[src/rtl/pc_seq_pkg.sv]
// Shared types and constants for the fetch-side PC sequencer.
package pc_seq_pkg;

  typedef enum logic [1:0] {
    BOOT,
    FETCH,
    WAIT_ACK,
    HALTED
  } state_e;

  // Encoded in ascending priority so kinds can be compared directly.
  typedef enum logic [1:0] {
    RD_NONE,
    RD_BRANCH,
    RD_JUMP,
    RD_EXC
  } redirect_e;

  localparam logic [31:0] INSTR_BYTES = 32'd4;

  function automatic logic is_misaligned(input logic [31:0] addr);
    return addr[1:0] != 2'b00;
  endfunction

endpackage

[src/rtl/pc_next_mux.sv]
// Next-PC priority select: exception > jump > branch > pending redirect > pc+4.
// Misaligned jump/branch targets are turned into exceptions here.
module pc_next_mux
  import pc_seq_pkg::*;
#(
  parameter logic [31:0] EXC_VECTOR = 32'h0000_0080
) (
  input  logic [31:0] pc_i,
  input  logic        exc_i,
  input  logic        jump_i,
  input  logic [31:0] jump_target_i,
  input  logic        branch_taken_i,
  input  logic [31:0] branch_target_i,
  input  redirect_e   pend_kind_i,
  input  logic [31:0] pend_target_i,
  output redirect_e   new_kind_o,
  output logic [31:0] new_target_o,
  output logic        misalign_o,
  output logic [31:0] fault_addr_o,
  output logic [31:0] next_pc_o
);

  always_comb begin
    // NOTE: every output gets a default first so no path leaves one unassigned
    // (an unassigned path in always_comb infers a latch).
    new_kind_o   = RD_NONE;
    new_target_o = '0;
    misalign_o   = 1'b0;
    fault_addr_o = '0;

    if (exc_i) begin
      new_kind_o   = RD_EXC;
      new_target_o = EXC_VECTOR;
    end else if (jump_i) begin
      if (is_misaligned(jump_target_i)) begin
        new_kind_o   = RD_EXC;
        new_target_o = EXC_VECTOR;
        misalign_o   = 1'b1;
        fault_addr_o = jump_target_i;
      end else begin
        new_kind_o   = RD_JUMP;
        new_target_o = jump_target_i;
      end
    end else if (branch_taken_i) begin
      if (is_misaligned(branch_target_i)) begin
        new_kind_o   = RD_EXC;
        new_target_o = EXC_VECTOR;
        misalign_o   = 1'b1;
        fault_addr_o = branch_target_i;
      end else begin
        new_kind_o   = RD_BRANCH;
        new_target_o = branch_target_i;
      end
    end

    if (new_kind_o != RD_NONE) begin
      next_pc_o = new_target_o;
    end else if (pend_kind_i != RD_NONE) begin
      next_pc_o = pend_target_i;
    end else begin
      next_pc_o = pc_i + INSTR_BYTES;
    end
  end

endmodule

[src/rtl/pc_sequencer.sv]
// Program counter owner and instruction-fetch sequencer with imem req/ack handshake.
// Optional performance counters are built when PC_SEQ_PERF_EN is defined.
module pc_sequencer
  import pc_seq_pkg::*;
#(
  parameter logic [31:0] RESET_VECTOR = 32'h0000_0000,
  parameter logic [31:0] EXC_VECTOR   = 32'h0000_0080
) (
  input  logic        clock,
  input  logic        reset,
  input  logic        stall_i,
  input  logic        branch_taken_i,
  input  logic [31:0] branch_target_i,
  input  logic        jump_i,
  input  logic [31:0] jump_target_i,
  input  logic        exc_i,
  input  logic        halt_i,
  input  logic        resume_i,
  output logic        imem_req_o,
  output logic [31:0] imem_addr_o,
  input  logic        imem_ack_i,
  output logic [31:0] pc_o,
  output logic        pc_valid_o,
  output logic [31:0] epc_o,
  output logic        misalign_o
`ifdef PC_SEQ_PERF_EN
  ,
  output logic [31:0] fetch_cnt_o,
  output logic [31:0] stall_cnt_o
`endif
);

  state_e      state_q, state_d;
  logic [31:0] pc_q, pc_d;
  logic [31:0] pc_out_q, pc_out_d;
  logic        pc_valid_q, pc_valid_d;
  logic [31:0] epc_q, epc_d;
  logic        misalign_q, misalign_d;
  redirect_e   pend_kind_q, pend_kind_d;
  logic [31:0] pend_target_q, pend_target_d;
  logic        halt_pend_q, halt_pend_d;

  redirect_e   new_kind;
  logic [31:0] new_target;
  logic        new_misalign;
  logic [31:0] fault_addr;
  logic [31:0] next_pc;
  logic        redirect_new;
  logic        squash;

  pc_next_mux #(
    .EXC_VECTOR(EXC_VECTOR)
  ) u_next_mux (
    .pc_i           (pc_q),
    .exc_i          (exc_i),
    .jump_i         (jump_i),
    .jump_target_i  (jump_target_i),
    .branch_taken_i (branch_taken_i),
    .branch_target_i(branch_target_i),
    .pend_kind_i    (pend_kind_q),
    .pend_target_i  (pend_target_q),
    .new_kind_o     (new_kind),
    .new_target_o   (new_target),
    .misalign_o     (new_misalign),
    .fault_addr_o   (fault_addr),
    .next_pc_o      (next_pc)
  );

  assign redirect_new = (new_kind != RD_NONE);

  // pc only moves on completion or redirect, so it is also the outstanding fetch address.
  assign imem_addr_o = pc_q;

  always_comb begin
    state_d       = state_q;
    pc_d          = pc_q;
    pc_out_d      = pc_out_q;
    pc_valid_d    = 1'b0;
    epc_d         = epc_q;
    misalign_d    = 1'b0;
    pend_kind_d   = pend_kind_q;
    pend_target_d = pend_target_q;
    halt_pend_d   = halt_pend_q;
    imem_req_o    = 1'b0;
    squash        = 1'b0;

    unique case (state_q)
      BOOT: state_d = FETCH;

      FETCH: begin
        if (redirect_new) begin
          pc_d = next_pc;
        end else if (!stall_i && !halt_i) begin
          imem_req_o = 1'b1;
          if (imem_ack_i) begin
            pc_out_d   = pc_q;
            pc_valid_d = 1'b1;
            pc_d       = next_pc;
          end else begin
            state_d = WAIT_ACK;
          end
        end
        if (halt_i) state_d = HALTED;
      end

      WAIT_ACK: begin
        imem_req_o = 1'b1;
        if (imem_ack_i) begin
          squash = redirect_new || (pend_kind_q != RD_NONE);
          if (!squash) begin
            pc_out_d   = pc_q;
            pc_valid_d = 1'b1;
          end
          pc_d          = next_pc;
          pend_kind_d   = RD_NONE;
          pend_target_d = '0;
          halt_pend_d   = 1'b0;
          state_d       = (halt_pend_q || halt_i) ? HALTED : FETCH;
        end else begin
          // Ties keep the older redirect.
          if (new_kind > pend_kind_q) begin
            pend_kind_d   = new_kind;
            pend_target_d = new_target;
          end
          if (halt_i) halt_pend_d = 1'b1;
        end
      end

      HALTED: if (resume_i) state_d = FETCH;

      default: state_d = BOOT;
    endcase

    if ((state_q == FETCH || state_q == WAIT_ACK) && new_kind == RD_EXC) begin
      epc_d      = new_misalign ? fault_addr : pc_q;
      misalign_d = new_misalign;
    end
  end

`ifdef PC_SEQ_PERF_EN
  logic [31:0] fetch_cnt_q, fetch_cnt_d;
  logic [31:0] stall_cnt_q, stall_cnt_d;

  always_comb begin
    fetch_cnt_d = fetch_cnt_q + {31'd0, pc_valid_d};
    stall_cnt_d = stall_cnt_q +
                  {31'd0, (state_q == FETCH && stall_i) || state_q == WAIT_ACK};
  end

  assign fetch_cnt_o = fetch_cnt_q;
  assign stall_cnt_o = stall_cnt_q;
`endif

  // NOTE: state registers use non-blocking assignments so every flop samples
  // pre-edge values regardless of statement order.
  always_ff @(posedge clock) begin
    if (reset) begin
      state_q       <= BOOT;
      pc_q          <= RESET_VECTOR;
      pc_out_q      <= '0;
      pc_valid_q    <= 1'b0;
      epc_q         <= '0;
      misalign_q    <= 1'b0;
      pend_kind_q   <= RD_NONE;
      pend_target_q <= '0;
      halt_pend_q   <= 1'b0;
`ifdef PC_SEQ_PERF_EN
      fetch_cnt_q   <= '0;
      stall_cnt_q   <= '0;
`endif
    end else begin
      state_q       <= state_d;
      pc_q          <= pc_d;
      pc_out_q      <= pc_out_d;
      pc_valid_q    <= pc_valid_d;
      epc_q         <= epc_d;
      misalign_q    <= misalign_d;
      pend_kind_q   <= pend_kind_d;
      pend_target_q <= pend_target_d;
      halt_pend_q   <= halt_pend_d;
`ifdef PC_SEQ_PERF_EN
      fetch_cnt_q   <= fetch_cnt_d;
      stall_cnt_q   <= stall_cnt_d;
`endif
    end
  end

  assign pc_o       = pc_out_q;
  assign pc_valid_o = pc_valid_q;
  assign epc_o      = epc_q;
  assign misalign_o = misalign_q;

endmodule

[config.mk]
export PLATFORM = sky130hd
export DESIGN_NAME = pc_sequencer
export DESIGN_NICKNAME = d
export VERILOG_FILES = /design/src/rtl/pc_seq_pkg.sv /design/src/rtl/pc_next_mux.sv /design/src/rtl/pc_sequencer.sv
export SDC_FILE = /design/constraint.sdc
export NUM_CORES = 1
export LEC_CHECK = 0
export CORE_UTILIZATION = 55
export CTS_BUF_LIST = sky130_fd_sc_hd__clkbuf_8
export DETAILED_ROUTE_END_ITERATION = 6
export GPL_ROUTABILITY_DRIVEN = 1
export PLACE_DENSITY = 0.94
export SYNTH_ARGS = -nofsm -noshare
export SYNTH_HDL_FRONTEND = slang
export SYNTH_SLANG_ARGS = --single-unit
export TNS_END_PERCENT = 5
[constraint.sdc]
create_clock -name clock -period 7.4 [get_ports clock]
set_input_delay 2.22 -clock clock [delete_from_list [all_inputs] [get_ports clock]]
set_output_delay 2.22 -clock clock [all_outputs]
set_load 0.01 [all_outputs]
# Word-level counts from Yosys, hierarchy flattened
# Index checks and enable logic that the tools add are counted.
[word_totals] latchBits=0 wordCells=103 input_bits=73 output_inout_bits=99 mem_count=0 mem_bits_ro=0 ff_bits=135 ram_bits=0
[classes] n_mux=56 bitwise=1 multipliers=0 addsub=1 n_lt_le_gt_ge=1 n_eq_ne=14 n_shift=0 div_mod_pow=0 n_reduce_logical=21
[ops] operator="two-way mux 32 bit" n=23
[ops] operator="case mux 32 bit (2 select lines)" n=2
[ops] operator="adder 32 x 3 -> 32 bit, second input constant" n=1
[ops] operator="two-way mux 2 bit" n=13
[ops] operator="two-way mux 1 bit" n=15
[ops] operator="nonzero test 2 bit" n=7
[ops] operator="inequality test 2 bit, second input constant" n=6
[ops] operator="inequality test 3 bit, second input constant" n=4
[ops] operator="case mux 2 bit (4 select lines)" n=1
[ops] operator="== test 2 bit, second input constant" n=3
[ops] operator="AND reduction 2 bit" n=3
[ops] operator="AND reduction 6 bit" n=1
[ops] operator="AND reduction 5 bit" n=1
[ops] operator="case mux 1 bit (2 select lines)" n=2
[ops] operator="logical OR 1 bit" n=3
[ops] operator="== test 2 x 1 -> 1 bit, second input constant" n=1
[ops] operator="> comparator 2 bit" n=1
[ops] operator="logical AND 1 bit" n=2
[ops] operator="zero test 1 bit" n=2
[ops] operator="zero test 2 bit" n=1
[ops] operator="OR reduction 2 bit" n=1
[ops] operator="NOT 1 bit" n=1

# Logic depth before layout (Yosys ltp)
[logic_depth] depth_word=11 depth_mapped=13 mapped_depth_nobuf=10

# By module
# From an unflattened synthesis, not the netlist that was laid out.
[unflattened] hier_cells=938 area_unflattened_um2=7763.7
[by_module_without_submodules] module="pc_sequencer" area_per_inst_um2=5626.6 seq_area_each_um2=2702.6 cells_each=590 instances=1
[by_module_without_submodules] module="pc_next_mux" area_per_inst_um2=2137.0 seq_area_each_um2=0.0 cells_each=348 instances=1

# Worst setup path before layout
# OpenSTA, ideal clock, no wires.
[synth_timing] path_type="input-to-output" from="input port exc_i" to="output port imem_req_o" t_required_ps=5180 arrival_ps=3258 path_stages=5 n_path_buf=2 slack_ps=1922 cell_sequence="buf_2 > nor3_2 > buf_6 > nand3_1 > a21oi_1"
[synth_via] elab_chain_cells=4
[synth_rtl] item="start: declaration" line="pc_sequencer.sv:16" source="input logic exc_i,"
[synth_rtl] item="two-way mux 2 bit" line="pc_next_mux.sv:31" source="if (exc_i) begin"
[synth_rtl] item="nonzero test 2 bit" line="pc_sequencer.sv:69" source="assign redirect_new = (new_kind != RD_NONE);"
[synth_rtl] item="two-way mux 1 bit" line="pc_sequencer.sv:91" source="if (redirect_new) begin"
[synth_rtl] item="case mux 1 bit (2 select lines)" line="pc_sequencer.sv:87" source="unique case (state_q)"
[synth_rtl] item="end: declaration" line="pc_sequencer.sv:19" source="output logic imem_req_o,"
# No other way between the ends.

# Final worst setup path
[layout_timing] from="input port jump_i" to="output port imem_req_o"
[layout_via] elab_chain_cells=5
[layout_rtl] item="start: declaration" line="pc_sequencer.sv:14" source="input logic jump_i,"
[layout_rtl] item="two-way mux 2 bit" line="pc_next_mux.sv:34" source="end else if (jump_i) begin"
[layout_rtl] item="two-way mux 2 bit" line="pc_next_mux.sv:31"
[layout_rtl] item="nonzero test 2 bit" line="pc_sequencer.sv:69"
[layout_rtl] item="two-way mux 1 bit" line="pc_sequencer.sv:91"
[layout_rtl] item="case mux 1 bit (2 select lines)" line="pc_sequencer.sv:87"
# No other way between the ends.

==> results.cfg <==
[timing]
min_period_over_period = 0.862
worst_pin_slew_ps = 999
slew_violations = 0
setup_violations = 0
fmax_mhz = 157
layout_setup_ws_ps = 1020
finalSetupTns_ps = 0
hold_viol_final = 0
fin_crit_ps = 6380
rsz0062_at_grt = no
relSlewSlack = 0.334
finClkSkew_ps = 11.4

[worst_setup_path]
crit_fanout = 14
r2r_slack_ps = 4200
rr_startpoint = state_q[1]$_SDFFE_PP0P_
rr_worst_depth = 7
timing_worst_setup_path_type = in2out
r2r_end = imem_addr_o[19]$_SDFFE_PP0P_
crit_path_start_kind = input pin
end_kind = output pin
worstPathRequired_ps = 5180
critPathArrivalTime_ps = 4160

[global_routing]
grt_pass1_vias = 7264
grt.total_usage = 0.383
grt_max_degree = 76
grt_pass1_wl_mm = 39.4
antenna_found_initial = 0
overflow = 0

[final_layout]
seqCellArea_um2 = 2700
final_cell_mix = nor2_1 (172), clkdlybuf4s50_1 (169), dfxtp_1 (135)
drive_gt1_frac = 0.0629
multiInputGateArea_um2 = 4100
fill_cells = 949
utilization = 0.732
final_common_cell = nor2_1
finalNetCount = 1164
insertedDiodeCount = 0
synthToLayoutAreaGrowth_pct = 28.2
finalInstanceArea_um2 = 9350
final_cells = 1269

[routing]
viasPerCell = 6.64
drc_errors = 3
drt_first_pass_iters = 7
routed_wl_mm = 26.2
ant_nets = 0
vias = 8422
post_drt_wl_per_cell_um = 20.6
drtIter0Drc = 1829

[logic_synthesis]
synthesis.nets = 1044
ys_seq_area_frac = 0.371
yosysUniqueCellTypes = 75
synth_ff_type = dfxtp_1
synth_cells = 965
ys_warn_count = 0
ys_async_sr_fraction = 0
avgSynthCellArea_um2 = 7.56
synth_area_um2 = 7290
ys_seq_elements = 135
synth_edf_count = 0

[worst_hold_path]
min_to = pend_target_q[0]$_SDFFE_PP0P_
min_path_cells = 2
hp-start = pend_target_q[0]$_SDFFE_PP0P_
hold_class = reg2reg

[placed_design]
portBuffers = 171
place_area_um2 = 8910
pre_cts_slack_ps = 1100
post-place-cells = 1238
post-dp-hpwl_mm = 17.5
gp_congestion = 0.998

[cts]
cts_buffer_depth = 2
clk_latency_ps = 480
cts_root_buf = clkbuf_8
numCtsBuffers = 17
cts_hold_buf = 0
ctsResizeCount = 0
post_cts_buffers = 0
clock-sinks = 135
cts.clk_slew.worst_paths_ps = 70
cts.htree.levels = 4
tritoncts = built

[floorplan]
rows = 41
fp.dieW_um = 117
initial_core_util = 0.571
core_um2 = 12800
ios = 172
die-area_um2 = 13700
die-height_um = 117

[pwr]
vdd.ir_drop.worst_v = 0.000242
power_density_nw_per_um2 = 305
p_leak_nw = 3.15

[status]
outcome = finished with violations
violations = design-rule violations

[job]
cap_violations = 0
critical path, stage by stage:
cell             delay, ps
clkdlybuf4s50_1        670
nor3_2                 400
nand3_1                120
a21oi_1                190
clkdlybuf4s50_1        560
per-layer routing:
layer / wire length, µm / track usage / vias up / share of wire
met3: 3910 / 0.117 / 128 / 0.15
li1: - / - / 3739 / -
met2: 11200 / 0.572 / 744 / 0.43
met5: 0 / 0 / - / 0
met1: 10000 / 0.509 / 3811 / 0.38
met4: 1000 / 0.168 / 0 / 0.038
where the power goes:
group	total, W	leakage, nW	internal [W]	switching, W
Clock	0.000675	0.221	0.000383	0.000292
Combinational	0.00113	1.84	0.000475	0.000654
Sequential	0.00105	1.10	0.000863	0.000186
Total	0.00285	3.15	0.00172	0.00113
state kept, by name, indices dropped and copies added, names as in the netlist:
| register | flops |
|---|---|
| epc_o | 32 |
| imem_addr_o | 32 |
| pc_o | 32 |
| pend_target_q | 32 |
| pend_kind_q | 2 |
| state_q | 2 |
| halt_pend_q | 1 |
| misalign_o | 1 |
| pc_valid_o | 1 |
cell families after synthesis:
family,synth area share
AOI/OAI and AO/OA,0.301
xor gates and xnor gates,0.0168
adders and majority gates,0.0103
buffers and inverters,0.0688
DFF,0.371
muxes,0.00275
and+or+nand+nor,0.230
how the worst max path moves through the flow:
stage | from | end | slack (ps) | cells past startpoint
after floorplan | exc_i | imem_req_o | 1920 | 5
after global placement | jump_i | imem_req_o | 1120 | 5
after detailed placement | jump_i | imem_req_o | 1100 | 5
after CTS | jump_i | imem_req_o | 1080 | 5
after global routing | jump_i | imem_req_o | 920 | 5
final | jump_i | imem_req_o | 1020 | 5
synthesized netlist by cell type (all sizes together) (9+ instances only):
cell    count  area share
dfxtp     135        0.37
nor2      174       0.090
nand4      10       0.011
o21ai      37       0.025
nand3      15       0.010
a22oi      80       0.082
a21oi     105       0.073
o211ai      9      0.0093
a211oi     44       0.045
clkbuf     61       0.033
nand2     107       0.055
inv        13      0.0067
buf        26       0.027
nor3       24       0.019
cell type report:
cell class,instances,share of cell area
Multi-Input combinational cell,728,0.439
Sequential cell,135,0.289
Timing Repair Buffer,189,0.197
Clock buffer,23,0.0339
Tap cell,172,0.0230
Clock inverter,8,0.0127
Inverter,14,0.00562
stage by stage:
step	hold slack (ps)	total power (W)
floorplan	409	0.00165
global placement	417	0.00212
detailed placement	427	0.00215
CTS	438	0.00281
global route	460	0.00297
finish	438	0.00285
No activity file was read; power rests on OpenSTA's default activity.
